## config.mk

```make
export PLATFORM = sky130hd
export DESIGN_NAME = ball_sprite_ctl
export DESIGN_NICKNAME = d
export VERILOG_FILES = /design/src/rtl/pong_pkg.sv /design/src/rtl/signal_delay.sv /design/src/rtl/ball_sprite_ctl.sv
export SDC_FILE = /design/constraint.sdc
export NUM_CORES = 1
export LEC_CHECK = 0
export ABC_AREA = 1
export CAP_MARGIN = 10
export CORE_ASPECT_RATIO = 1.25
export CORE_MARGIN = 10
export CORE_UTILIZATION = 25
export DETAILED_ROUTE_END_ITERATION = 10
export PLACE_DENSITY = 0.49
export SYNTH_ARGS = -nofsm -noshare
export SYNTH_HDL_FRONTEND = slang
export SYNTH_HIERARCHICAL = 1
export SYNTH_SLANG_ARGS = --single-unit
```

## constraint.sdc

```tcl
create_clock -name clk -period 2.3 [get_ports clk]
set_input_delay 0.23 -clock clk [delete_from_list [all_inputs] [get_ports clk]]
set_output_delay 0.23 -clock clk [all_outputs]
set_load 0.01 [all_outputs]
```

## src/rtl/pong_pkg.sv

```systemverilog
// Shared types and constants for the pong video pipeline.
// The VGA bus bundle travels through every draw stage unchanged in shape.
package pong_pkg;

    localparam int unsigned SPRITE_SIZE = 16;
    localparam int unsigned ADDR_W      = 8;
    localparam int unsigned HC_W        = 11;
    localparam int unsigned VC_W        = 11;
    localparam int unsigned RGB_W       = 12;

    localparam logic [RGB_W-1:0] KEY_COLOR_DEFAULT = 12'h000;

    typedef struct packed {
        logic [HC_W-1:0]  hcount;
        logic [VC_W-1:0]  vcount;
        logic             hsync;
        logic             vsync;
        logic             hblnk;
        logic             vblnk;
        logic [RGB_W-1:0] rgb;
    } vga_bus_t;

    // One extra bit of headroom so lo + size never wraps for 11-bit positions.
    function automatic logic in_span(input logic [11:0] pos, input logic [11:0] lo,
                                     input logic [11:0] size);
        return (pos >= lo) && (pos < lo + size);
    endfunction

endpackage

```

## src/rtl/signal_delay.sv

```systemverilog
// Fixed-depth shift register with asynchronous active-high reset.
// Used to align the VGA bundle and sprite hit flag with the ROM read latency.
module signal_delay #(
    parameter int unsigned WIDTH = 1,
    parameter int unsigned DEPTH = 1
) (
    input  logic             clk,
    input  logic             rst,
    input  logic [WIDTH-1:0] data_in,
    output logic [WIDTH-1:0] data_out
);

    logic [DEPTH-1:0][WIDTH-1:0] stage_q;
    logic [DEPTH-1:0][WIDTH-1:0] stage_d;

    always_comb begin
        stage_d[0] = data_in;
        for (int unsigned i = 1; i < DEPTH; i++) begin
            stage_d[i] = stage_q[i-1];
        end
    end

    always_ff @(posedge clk or posedge rst) begin
        if (rst) begin
            stage_q <= '0;
        end else begin
            stage_q <= stage_d;
        end
    end

    assign data_out = stage_q[DEPTH-1];

endmodule

```

## src/rtl/ball_sprite_ctl.sv

```systemverilog
// Ball sprite overlay: latches the ball position once per frame, addresses the
// 16x16 ball ROM and composes the returned pixel over the background stream.
module ball_sprite_ctl
    import pong_pkg::*;
#(
    parameter int unsigned       SPR_SIZE  = SPRITE_SIZE,
    parameter logic [RGB_W-1:0]  KEY_COLOR = KEY_COLOR_DEFAULT,
    parameter logic [HC_W-1:0]   INIT_X    = 11'd504,
    parameter logic [VC_W-1:0]   INIT_Y    = 11'd376,
    parameter int unsigned       PIPE_LAT  = 3
) (
    input  logic              clk,
    input  logic              rst,
    input  logic [HC_W-1:0]   hcount_in,
    input  logic [VC_W-1:0]   vcount_in,
    input  logic              hsync_in,
    input  logic              vsync_in,
    input  logic              hblnk_in,
    input  logic              vblnk_in,
    input  logic [RGB_W-1:0]  rgb_in,
    input  logic [HC_W-1:0]   xpos,
    input  logic [VC_W-1:0]   ypos,
    input  logic              ball_en,
    input  logic [RGB_W-1:0]  ball_color,
    output logic [ADDR_W-1:0] rom_addr,
    output logic [RGB_W-1:0]  rom_color1,
    output logic [RGB_W-1:0]  rom_color2,
    input  logic [RGB_W-1:0]  rom_rgb,
    output logic [HC_W-1:0]   hcount_out,
    output logic [VC_W-1:0]   vcount_out,
    output logic              hsync_out,
    output logic              vsync_out,
    output logic              hblnk_out,
    output logic              vblnk_out,
    output logic [RGB_W-1:0]  rgb_out
);

    localparam int unsigned REL_W = $clog2(SPR_SIZE);

    // Frame latch
    logic             vblnk_prev_q;
    logic [HC_W-1:0]  x_l_q, x_l_d;
    logic [VC_W-1:0]  y_l_q, y_l_d;
    logic             en_l_q, en_l_d;
    logic             vblnk_rise;

    // Pipeline
    logic [REL_W-1:0]  rel_x, rel_y;
    logic              in_box;
    logic [ADDR_W-1:0] rom_addr_q, rom_addr_d;
    vga_bus_t          bus_in, bus_d2;
    logic              in_box_d2;
    vga_bus_t          out_q, out_d;

    assign vblnk_rise = vblnk_in & ~vblnk_prev_q;

    // Position only moves on the vblank rising edge so a frame never tears.
    always_comb begin
        x_l_d  = x_l_q;
        y_l_d  = y_l_q;
        en_l_d = en_l_q;
        if (vblnk_rise) begin
            x_l_d  = xpos;
            y_l_d  = ypos;
            en_l_d = ball_en;
        end
    end

    assign rel_x = hcount_in[REL_W-1:0] - x_l_q[REL_W-1:0];
    assign rel_y = vcount_in[REL_W-1:0] - y_l_q[REL_W-1:0];

    assign in_box = en_l_q
                 && in_span({1'b0, hcount_in}, {1'b0, x_l_q}, 12'(SPR_SIZE))
                 && in_span({1'b0, vcount_in}, {1'b0, y_l_q}, 12'(SPR_SIZE));

    always_comb begin
        rom_addr_d = '0;
        if (in_box) begin
            rom_addr_d = ADDR_W'({rel_y, rel_x});
        end
    end

    assign bus_in = '{
        hcount: hcount_in,
        vcount: vcount_in,
        hsync:  hsync_in,
        vsync:  vsync_in,
        hblnk:  hblnk_in,
        vblnk:  vblnk_in,
        rgb:    rgb_in
    };

    // Bundle and hit flag wait out the address register plus the ROM read.
    signal_delay #(
        .WIDTH ($bits(vga_bus_t)),
        .DEPTH (PIPE_LAT - 1)
    ) u_bus_delay (
        .clk      (clk),
        .rst      (rst),
        .data_in  (bus_in),
        .data_out (bus_d2)
    );

    signal_delay #(
        .WIDTH (1),
        .DEPTH (PIPE_LAT - 1)
    ) u_in_box_delay (
        .clk      (clk),
        .rst      (rst),
        .data_in  (in_box),
        .data_out (in_box_d2)
    );

    always_comb begin
        out_d = bus_d2;
        if (bus_d2.hblnk || bus_d2.vblnk) begin
            out_d.rgb = '0;
        end else if (in_box_d2 && (rom_rgb != KEY_COLOR)) begin
            out_d.rgb = rom_rgb;
        end
    end

    always_ff @(posedge clk or posedge rst) begin
        if (rst) begin
            vblnk_prev_q <= 1'b0;
            x_l_q        <= INIT_X;
            y_l_q        <= INIT_Y;
            en_l_q       <= 1'b0;
            rom_addr_q   <= '0;
            out_q        <= '0;
        end else begin
            vblnk_prev_q <= vblnk_in;
            x_l_q        <= x_l_d;
            y_l_q        <= y_l_d;
            en_l_q       <= en_l_d;
            rom_addr_q   <= rom_addr_d;
            out_q        <= out_d;
        end
    end

    assign rom_addr   = rom_addr_q;
    assign rom_color1 = KEY_COLOR;
    assign rom_color2 = ball_color;

    assign hcount_out = out_q.hcount;
    assign vcount_out = out_q.vcount;
    assign hsync_out  = out_q.hsync;
    assign vsync_out  = out_q.vsync;
    assign hblnk_out  = out_q.hblnk;
    assign vblnk_out  = out_q.vblnk;
    assign rgb_out    = out_q.rgb;

endmodule

```

# == Word-level counts from Yosys, hierarchy flattened ==
# Index checks and enable logic that the tools add are counted.
# W data, S select, Z words.
# classes
addsub,4
n_lt_le_gt_ge,4
muxes,3
bitwise,2
reduce_logical,7
# op_table
operator,count
$add A11 B5 Y12 const B,2
$lt A11 B12 Y1,2
$mux W12,2
$ge A11 B11 Y1,2
$reduce_bool A12 Y1,1
$mux W8,1
$sub A4 B4 Y4,2
$logic_and A1 B1 Y1,5
$and A1 B1 Y1,1
$logic_or A1 B1 Y1,1
$not A1 Y1,1
# word_totals
register_bits,148
input_bits,87
out_inout_bits,70
wordCells,36

# == Logic depth before layout (Yosys ltp) ==
# Gate-level depths: netlist (run 1).
# depth
depth_word,6
mapped_depth,13

# == By module ==
# Netlist (run 1), hierarchy kept.
# modules_own_cells
module,instances,cells_each,area_per_inst_um2,seq_area_each_um2
ball_sprite_ctl,1,415,3733.6,1765.4
signal_delay (u_bus_delay),1,77,1905.6,1901.8
signal_delay (u_in_box_delay),1,3,53.8,50.0

# == Worst setup path after synthesis (run 1) ==
# No wires, ideal clock.
# synth_path
kind,reg2reg
startpoint,register x_l_q[4]
endpoint,register rom_addr_q[0] (netlist: rom_addr[0])
setup_ns,0.074
t_arrival_ns,1.912
required_time_ns,2.226
setup_slack_ns,0.314
path_stages_with_launch,12
n_path_buf,0
cell_sequence,dfstp_2 -> ha_1 -> nand2_1 -> nor2_1 -> nand3_1 -> xor2_1 -> ha_1 -> nand3b_1 -> nand3_1 -> nor2_1 -> nand3_2 -> nor2_1
# synth_via
elab_chain_cells,6
word_cells_on_any_way,7
# synth_lines
element,line_no,text
start: declaration,ball_sprite_ctl.sv:42,"logic [HC_W-1:0] x_l_q, x_l_d;"
start signal: assignment,ball_sprite_ctl.sv:133,x_l_q <= x_l_d;
$add A11 B5 Y12,pong_pkg.sv:26,return (pos >= lo) && (pos < lo + size);
$lt A11 B12 Y1,pong_pkg.sv:26,
$logic_and A1 B1 Y1 *,pong_pkg.sv:26,
$logic_and A1 B1 Y1 *,ball_sprite_ctl.sv:73,"&& in_span({1'b0, hcount_in}, {1'b0, x_l_q}, 12'(SPR_SIZE))"
$logic_and A1 B1 Y1 *,ball_sprite_ctl.sv:74,"&& in_span({1'b0, vcount_in}, {1'b0, y_l_q}, 12'(SPR_SIZE));"
$mux W8 *,ball_sprite_ctl.sv:78,if (in_box) begin
named net rom_addr_d[0],ball_sprite_ctl.sv:50,"logic [ADDR_W-1:0] rom_addr_q, rom_addr_d;"
end signal: assignment,ball_sprite_ctl.sv:136,rom_addr_q <= rom_addr_d;
end: declaration,ball_sprite_ctl.sv:50,
# Mark *: on every way through the listed nets, which the timed path passes. The rest lies on a longest branch.
# A chain may end at the register's enable or synchronous reset.

# == Worst setup path after layout (run 1) ==
# layout_path
startpoint,register x_l_q[5]
endpoint,register rom_addr_q[6] (netlist: rom_addr[6])
# The elaborated chain is that of the path after synthesis.

==> summary.md, run 1 <==
| Metric | Value |
|---|---|
| Mapped Cells | just under 500 |
| WL met1 | about 5300 um |
| Met3 wire length | 815 um |
| # diodes | 0 |
| CTS Root Cell | clkbuf_16 |
| CP Launch Type | register |
| Die extent in x | between 150 and 200 um |
| P per Cell Area | 835 nW/um2 |
| Hold Violations, Final | 0 |
| Max Slew Vio Count | 0 |
| Die Ht | approximately 190 um |
| First-pass GRT wire length | ~21000 um |
| Core Region | roughly 22000 um2 |
| Hold WS | between 0.08 and 0.09 ns |
| Cell Chain, Critical Path | nand2_2 -> nor2_4 -> nand3_2 -> xor2_1 -> ha_1 -> a21oi_1 -> nand3b_1 -> nand3_2 -> nor2_4 -> nand3_4 -> nor2_2 |
| Layout cells sized above 1 | approximately an eighth |
| HPWL after DPL | just over 10000 um |
| Reg-to-Reg Start | x_l_q[5] |
| Fin cells | ~920 |
| Worst-path fanout max | 5 |
| Crit. Startpoint | x_l_q[5] |
| VDD IR max | a little under 0.4 mV |
| Sequential element share of the synthesized area | between 60% and 70% |
| Max Buffers Root-to-Sink | 2 |
| R2R Setup Slk | about 0.061 ns |
| TritonCTS clock tree | done |
| Worst path depth | 11 |
| Fmax | 0.447 GHz |
| Setup CP Type | reg -> reg |
| RSZ-0062 raised after global routing | yes |
| CTS buffer count | 17 |
| Fin util | 35.0% |
| Die area | around 29000 um2 |
| Row cnt | 61 |
| Worst R2R End | rom_addr[6] |
| Leakage | between 3 and 4 nW |
| Most common cell after layout, fill and taps aside | dfrtp_1 |
| All-Layer GR Usage | 9.05% |
| Number of buffers and inverters on the critical path | 0 |
| Arrival @ worst endpoint | 2.58 ns |
| Met2 Wirelength | between 6000 and 7000 um |
| CP delay by family, top | simple AND/OR/NAND/NOR gates |
| Clock latency on the worst-skew pair | between 0.4 and 0.5 ns |
| Post-synthesis compound-gate area fraction | 4.68% |
| Hold WC Path Type | in -> async |
| Largest net degree at the start of global routing | 46 |
| Relative slew slack | about 53% |
| Maxcap violations | 0 |
| Synthesized area per cell | approximately 12 um2 |
| Outcome | finished clean |
| Sink Count | between 100 and 150 |
| Max Clock Skew | around 0.011 ns |
| GPL Wtd Cong | roughly 0.85 |
| #FFs+latches synth | ~150 |
| Simple-gate portion of the synthesized area | ~11% |
| Worst reg2reg path depth | 11 |
| Vias | approximately 3.6k |
| Mux contribution to synthesized area | less than 1% |
| Setup WS pre-CTS | around 0.008 ns |
| Post-DP Area | 7150 um2 |
| I/O Buffers | between 100 and 150 |
| Worst Setup Slack, final | ~0.061 ns |
| Synth Warn # | 6 |
| Req. time, crit path | 2.64 ns |
| Vias per cell | ~3.9 |
| Fin crit share | 97.3% |
| Post-route minimum period | between 2 and 2.5 ns |
| Post-synthesis xor/xnor area fraction | between 2 and 2.5% |
| Largest family of logic cells by synthesized area | simple AND/OR/NAND/NOR gates |
| Routed wire length | approximately 13000 um |
| Fill count | 2230 |
| P&R area growth vs syn | 37.6% |
| Worst path slowest cell | dfstp_2 |
| Critical Path Max Stage Delay | around 0.57 ns |
| Netlist Area Pre-Place | roughly 5700 um2 |
| Drt pass-1 iters | 4 |
| Number of global-route vias before repair | 4039 |
| Initial Utilization | roughly 25% |
| Adder-Cell Fraction of Synth Area | under 10% |
| Initial detailed-routing violation count | 120 |
| Dpl cells | between 800 and 900 |
| Register area | around 3700 um2 |
| Footprint of the multi-input gates | 1720 um2 |
| Layout Cell Area excl Fill | between 7000 and 8000 um2 |
| Highest metal layer with signal wires | met4 |
| Num ports | 157 |
| Final setup vio count | 0 |
| Clk pin slew, worst setup/hold paths | ~0.060 ns |
| GRT overflow | 0 |
| H-tree depth | 4 |
| Post-route ant nets | 0 |
| DRC | 0 |
| Crit end category | register |
| Most frequent cells in the layout | dfrtp_1, clkdlybuf4s50_1, nor2_1, nand2_1, inv_1 |
| Drt wl/cell | approximately 14 um |
| Initial antenna violation count | 0 |
| Nets | 750 |
| Worst slew pin tran | roughly 0.70 ns |
| Synth unique cells | 28 |
## worst reg2reg max path: stages, from the launching register on
cell,delay [ns]
dfstp_2,0.57
nand2_2,0.07
nor2_4,0.15
nand3_2,0.09
xor2_1,0.15
ha_1,0.31
a21oi_1,0.13
nand3b_1,0.13
nand3_2,0.08
nor2_4,0.17
nand3_4,0.16
nor2_2,0.14
## cells by family after synthesis
kind of cell,count (synthesis)
compound gates,50
xor+xnor,14
fa+ha+maj,40
buf+inv,78
flops,148
mux,3
other cells,1
simple gates,161
## cells in the mapped netlist
cell type  count  area, um2
dfrtp_1      137       3430
mux2_2         3       33.8
xnor2_1        6       52.6
a21boi_2       1       11.3
nor2_2         1       6.26
nand3_2        1       10.0
conb_1         1       3.75
dfstp_2       11        289
fa_1           2       40.0
ha_1          38        475
nand3b_1       2       15.0
nor2_1        81        304
inv_2          4       15.0
buf_4         24        180
clkinv_1       2       7.51
xor2_1         8       70.1
inv_1         41        154
nand2_2        1       6.26
nor3_1         1       5.00
nand3_1       15       75.1
nand2_1       57        214
nor3b_1        1       7.51
buf_2          1       5.00
o21ai_0       12       60.1
clkbuf_1       6       22.5
nor4_1         1       6.26
a21oi_1       33        165
a21o_1         4       30.0
## stage by stage
stage	total power, mW	setup TNS (ns)
2_1_floorplan	3.47	0
4_1_cts	6.59	0
3_3_place_gp	3.82	0
5_1_grt	6.90	-0.450
3_5_place_dp	3.84	0
6_report	6.54	0
## power breakdown
part / switching, mW / leakage, nW / total, mW / internal [mW]
clock: 1.17 / 0.285 / 2.72 / 1.54
sequential: 0.0719 / 1.75 / 2.85 / 2.78
combinational: 0.515 / 1.60 / 0.973 / 0.458
## worst max path at each step
| stage | slack [ns] | to |
|---|---|---|
| after CTS | 0.02 | rom_addr[6] |
| final | 0.06 | rom_addr[6] |
| after global placement | 0.11 | rom_addr[1] |
| after detailed placement | 0.008 | rom_addr[4] |
| after floorplan | 0.13 | u_bus_delay/data_out[0] |
| after global routing | -0.07 | rom_addr[6] |
## per-layer routing
layer | GRT usage [%] | up-vias
li1 | - | 1782
met1 | 9.80 | 1715
met2 | 15.6 | 101
met3 | 3.08 | 18
met4 | 3.93 | 0
met5 | 0 | -
## area by class of cell
class / count / share of cell area [%]
Clock buffer: 17 / 5.43
Timing Repair Buffer: 128 / 16.4
Inverter: 47 / 2.28
Tap cell: 283 / 4.52
Sequential cell: 148 / 47.4
Multi-Input combinational cell: 281 / 21.9
Clock inverter: 15 / 2.03
## repair_timing
item                                    CTS  global route
gates cloned                              0             1
setup buffers                             0             2
endpoints found under the setup margin    4             9
hold buffers                              0             0
resized for setup                         1            17
pin swaps                                 1            14
## flip-flops by register name (all words and copies together), names as in the netlist
name	flops
u_bus_delay/data_out	38
u_bus_delay/stage_d	38
rgb_out	12
hcount_out	11
vcount_out	11
x_l_q	11
y_l_q	11
rom_addr	8
en_l_q	1
hblnk_out	1
hsync_out	1
u_in_box_delay/data_out	1
u_in_box_delay/stage_d	1
vblnk_out	1
vblnk_prev_q	1
vsync_out	1
Note: power is estimated with default switching activity, not from simulation.
==> inputs of run 2 (changes only) <==
Settings changed: CORE_UTILIZATION 25 to 42, CTS_CLUSTER_SIZE from default to 16, PLACE_DENSITY 0.49 to 0.74.
==> run 2 against run 1 <==
  * Sequential share of layout area increased by 0.86 points
  * Clock power decreased by 5%
  * Sequential cell count stayed put
  * Critical path depth unchanged
  * Final cell count is 12% lower
  * Count of clock-buffer cells in the layout stayed put
  * Highest routed layer unchanged
==> summary.md, run 2 (same netlist as run 1, synthesis figures left out) <==
| Metric | Value |
|---|---|
| Outcome | finished clean |
| Initial detailed-routing violation count | 150 |
| TritonCTS clock tree | done |
| Setup_tns | 0 ns |
| Max Buffers Root-to-Sink | 2 |
| Setup WS pre-CTS | between 0.02 and 0.025 ns |
| Max Clock Skew | around 0.0095 ns |
| Arrival @ worst endpoint | about 2.6 ns |
| CP Launch Type | register |
| R2R Setup Slk | ~0.025 ns |
| Reg-to-Reg Start | x_l_q[5] |
| Most frequent cells in the layout | dfrtp_1, clkdlybuf4s50_1, nor2_1, nand2_1, inv_1 |
| Routed wire length | around 13000 um |
| Crit end category | register |
| P per Cell Area | approximately 840 nW/um2 |
| Comb pwr share | 15.7% |
| GRT overflow | 0 |
| Largest net degree at the start of global routing | 43 |
| Worst Setup Slack, final | 0.0251 ns |
| CTS buffer count | 17 |
| Post-route ant nets | 0 |
| DRC | 0 |
| Leakage | ~3.6 nW |
| Most common cell after layout, fill and taps aside | dfrtp_1 |
| Drt wl/cell | 15.5 um |
| Fill count | approximately 1.1k |
| Die extent in x | 124 um |
| Internal | 4.68 mW |
| Footprint of the multi-input gates | around 1700 um2 |
| Fin cells | about 810 |
| Die area | ~19000 um2 |
| Num ports | 157 |
| Post-DP Area | approximately 7000 um2 |
| Row cnt | 47 |
| Fin util | between 50 and 60% |
| Worst slew pin tran | between 0.6 and 0.7 ns |
| Initial antenna violation count | 0 |
| Fin crit share | ~100% |
| Worst-path fanout max | 5 |
| Drt pass-1 iters | 4 |
| Dpl cells | between 700 and 800 |
| CTS Root Cell | clkbuf_16 |
| Worst R2R End | rom_addr[0] |
| Hold Violations, Final | 0 |
| Worst reg2reg path depth | 11 |
| Maxcap violations | 0 |
| H-tree depth | 4 |
| VDD IR max | roughly 0.46 mV |
| Relative slew slack | 58.1% |
| Switch share | a little over a quarter |
| Clk pwr share | 40.0% |
| Initial Utilization | between 40% and 50% |
| CTS Hold Buffers Added | 0 |
| All-Layer GR Usage | a little over an eighth |
| GPL Wtd Cong | approximately 0.8 |
| Final setup vio count | 0 |
| Vias | 3722 |
| Vias per cell | around 4.6 |
| Fmax | around 0.44 GHz |
| Nets | around 750 |
| Die Ht | ~150 um |
| Reg power frac | approximately 44% |
| Register area | between 3000 and 4000 um2 |
| Sink Count | between 100 and 150 |
| Max Slew Vio Count | 0 |
| Layout Cell Area excl Fill | between 7000 and 8000 um2 |
| Clock latency on the worst-skew pair | around 0.4 ns |
| # diodes | 0 |
| Number of global-route vias before repair | between 4k and 5k |
| I/O Buffers | 120 |
| Setup CP Type | reg -> reg |
| Psw | roughly 1.8 mW |
| Layout cells sized above 1 | 12.5% |
| Power, Total | 6.44 mW |
| RSZ-0062 raised after global routing | yes |
| HPWL after DPL | about 9400 um |
| Req. time, crit path | roughly 2.6 ns |
| Clk pin slew, worst setup/hold paths | around 0.070 ns |
| Hold WC Path Type | in -> async |
| Post-route minimum period | around 2.3 ns |
| Core Region | about 13000 um2 |
| P&R area growth vs syn | 35.2% |
| Hold WS | ~0.075 ns |
| First-pass GRT wire length | between 15000 and 20000 um |
## run 2: final cells by class
class / count / area share [%]
Clock buffer: 17 / 5.53
Clock inverter: 15 / 1.74
Inverter: 47 / 2.31
Multi-Input combinational cell: 281 / 22.4
Sequential cell: 148 / 48.3
Tap cell: 171 / 2.78
Timing Repair Buffer: 130 / 16.9
## run 2: repair_timing
item | 4_1_cts | 5_1_grt
gates cloned | 1 | 0
buffers inserted | 0 | 3
pin swaps | 1 | 12
gates resized for setup | 5 | 16
endpoints found under the setup margin | 2 | 9
## run 2: worst max path at each step
| stage | to | start |
|---|---|---|
| floorplan | u_bus_delay/data_out[0] | rst |
| global placement | rom_addr[1] | x_l_q[4] |
| detailed placement | rom_addr[5] | x_l_q[4] |
| CTS | rom_addr[6] | x_l_q[4] |
| global route | rom_addr[0] | x_l_q[5] |
| finish | rom_addr[0] | x_l_q[5] |
## run 2: critical path, cell delays in order (launching register included)
cell,delay [ns]
dfstp_2,0.58
nand2_2,0.07
nor2_4,0.15
buf_4,0.13
xor2_1,0.14
ha_1,0.26
a21o_1,0.17
nor2_2,0.16
a21oi_2,0.10
nor2_4,0.15
nand3_4,0.16
nor2_1,0.14
## run 2: power groups by stage
stage               Clock (mW)  Sequential (mW)  Combinational (mW)
detailed placement           0             2.90               0.930
finish                    2.58             2.86                1.01
CTS                       2.63             2.85               0.961
global route              2.77             2.87                1.14
global placement             0             2.89               0.900
floorplan                    0             2.90               0.571
## run 2: metal layers
metal | share of wire [%] | routed length (um) | vias up | global-route usage [%]
li1 | - | - | 1790 | -
met1 | 37 | 4600 | 1797 | 14.4
met2 | 54 | 6810 | 122 | 24.7
met3 | 7.9 | 989 | 13 | 4.23
met4 | 1.5 | 187 | 0 | 4.96
met5 | 0 | 0 | - | 0
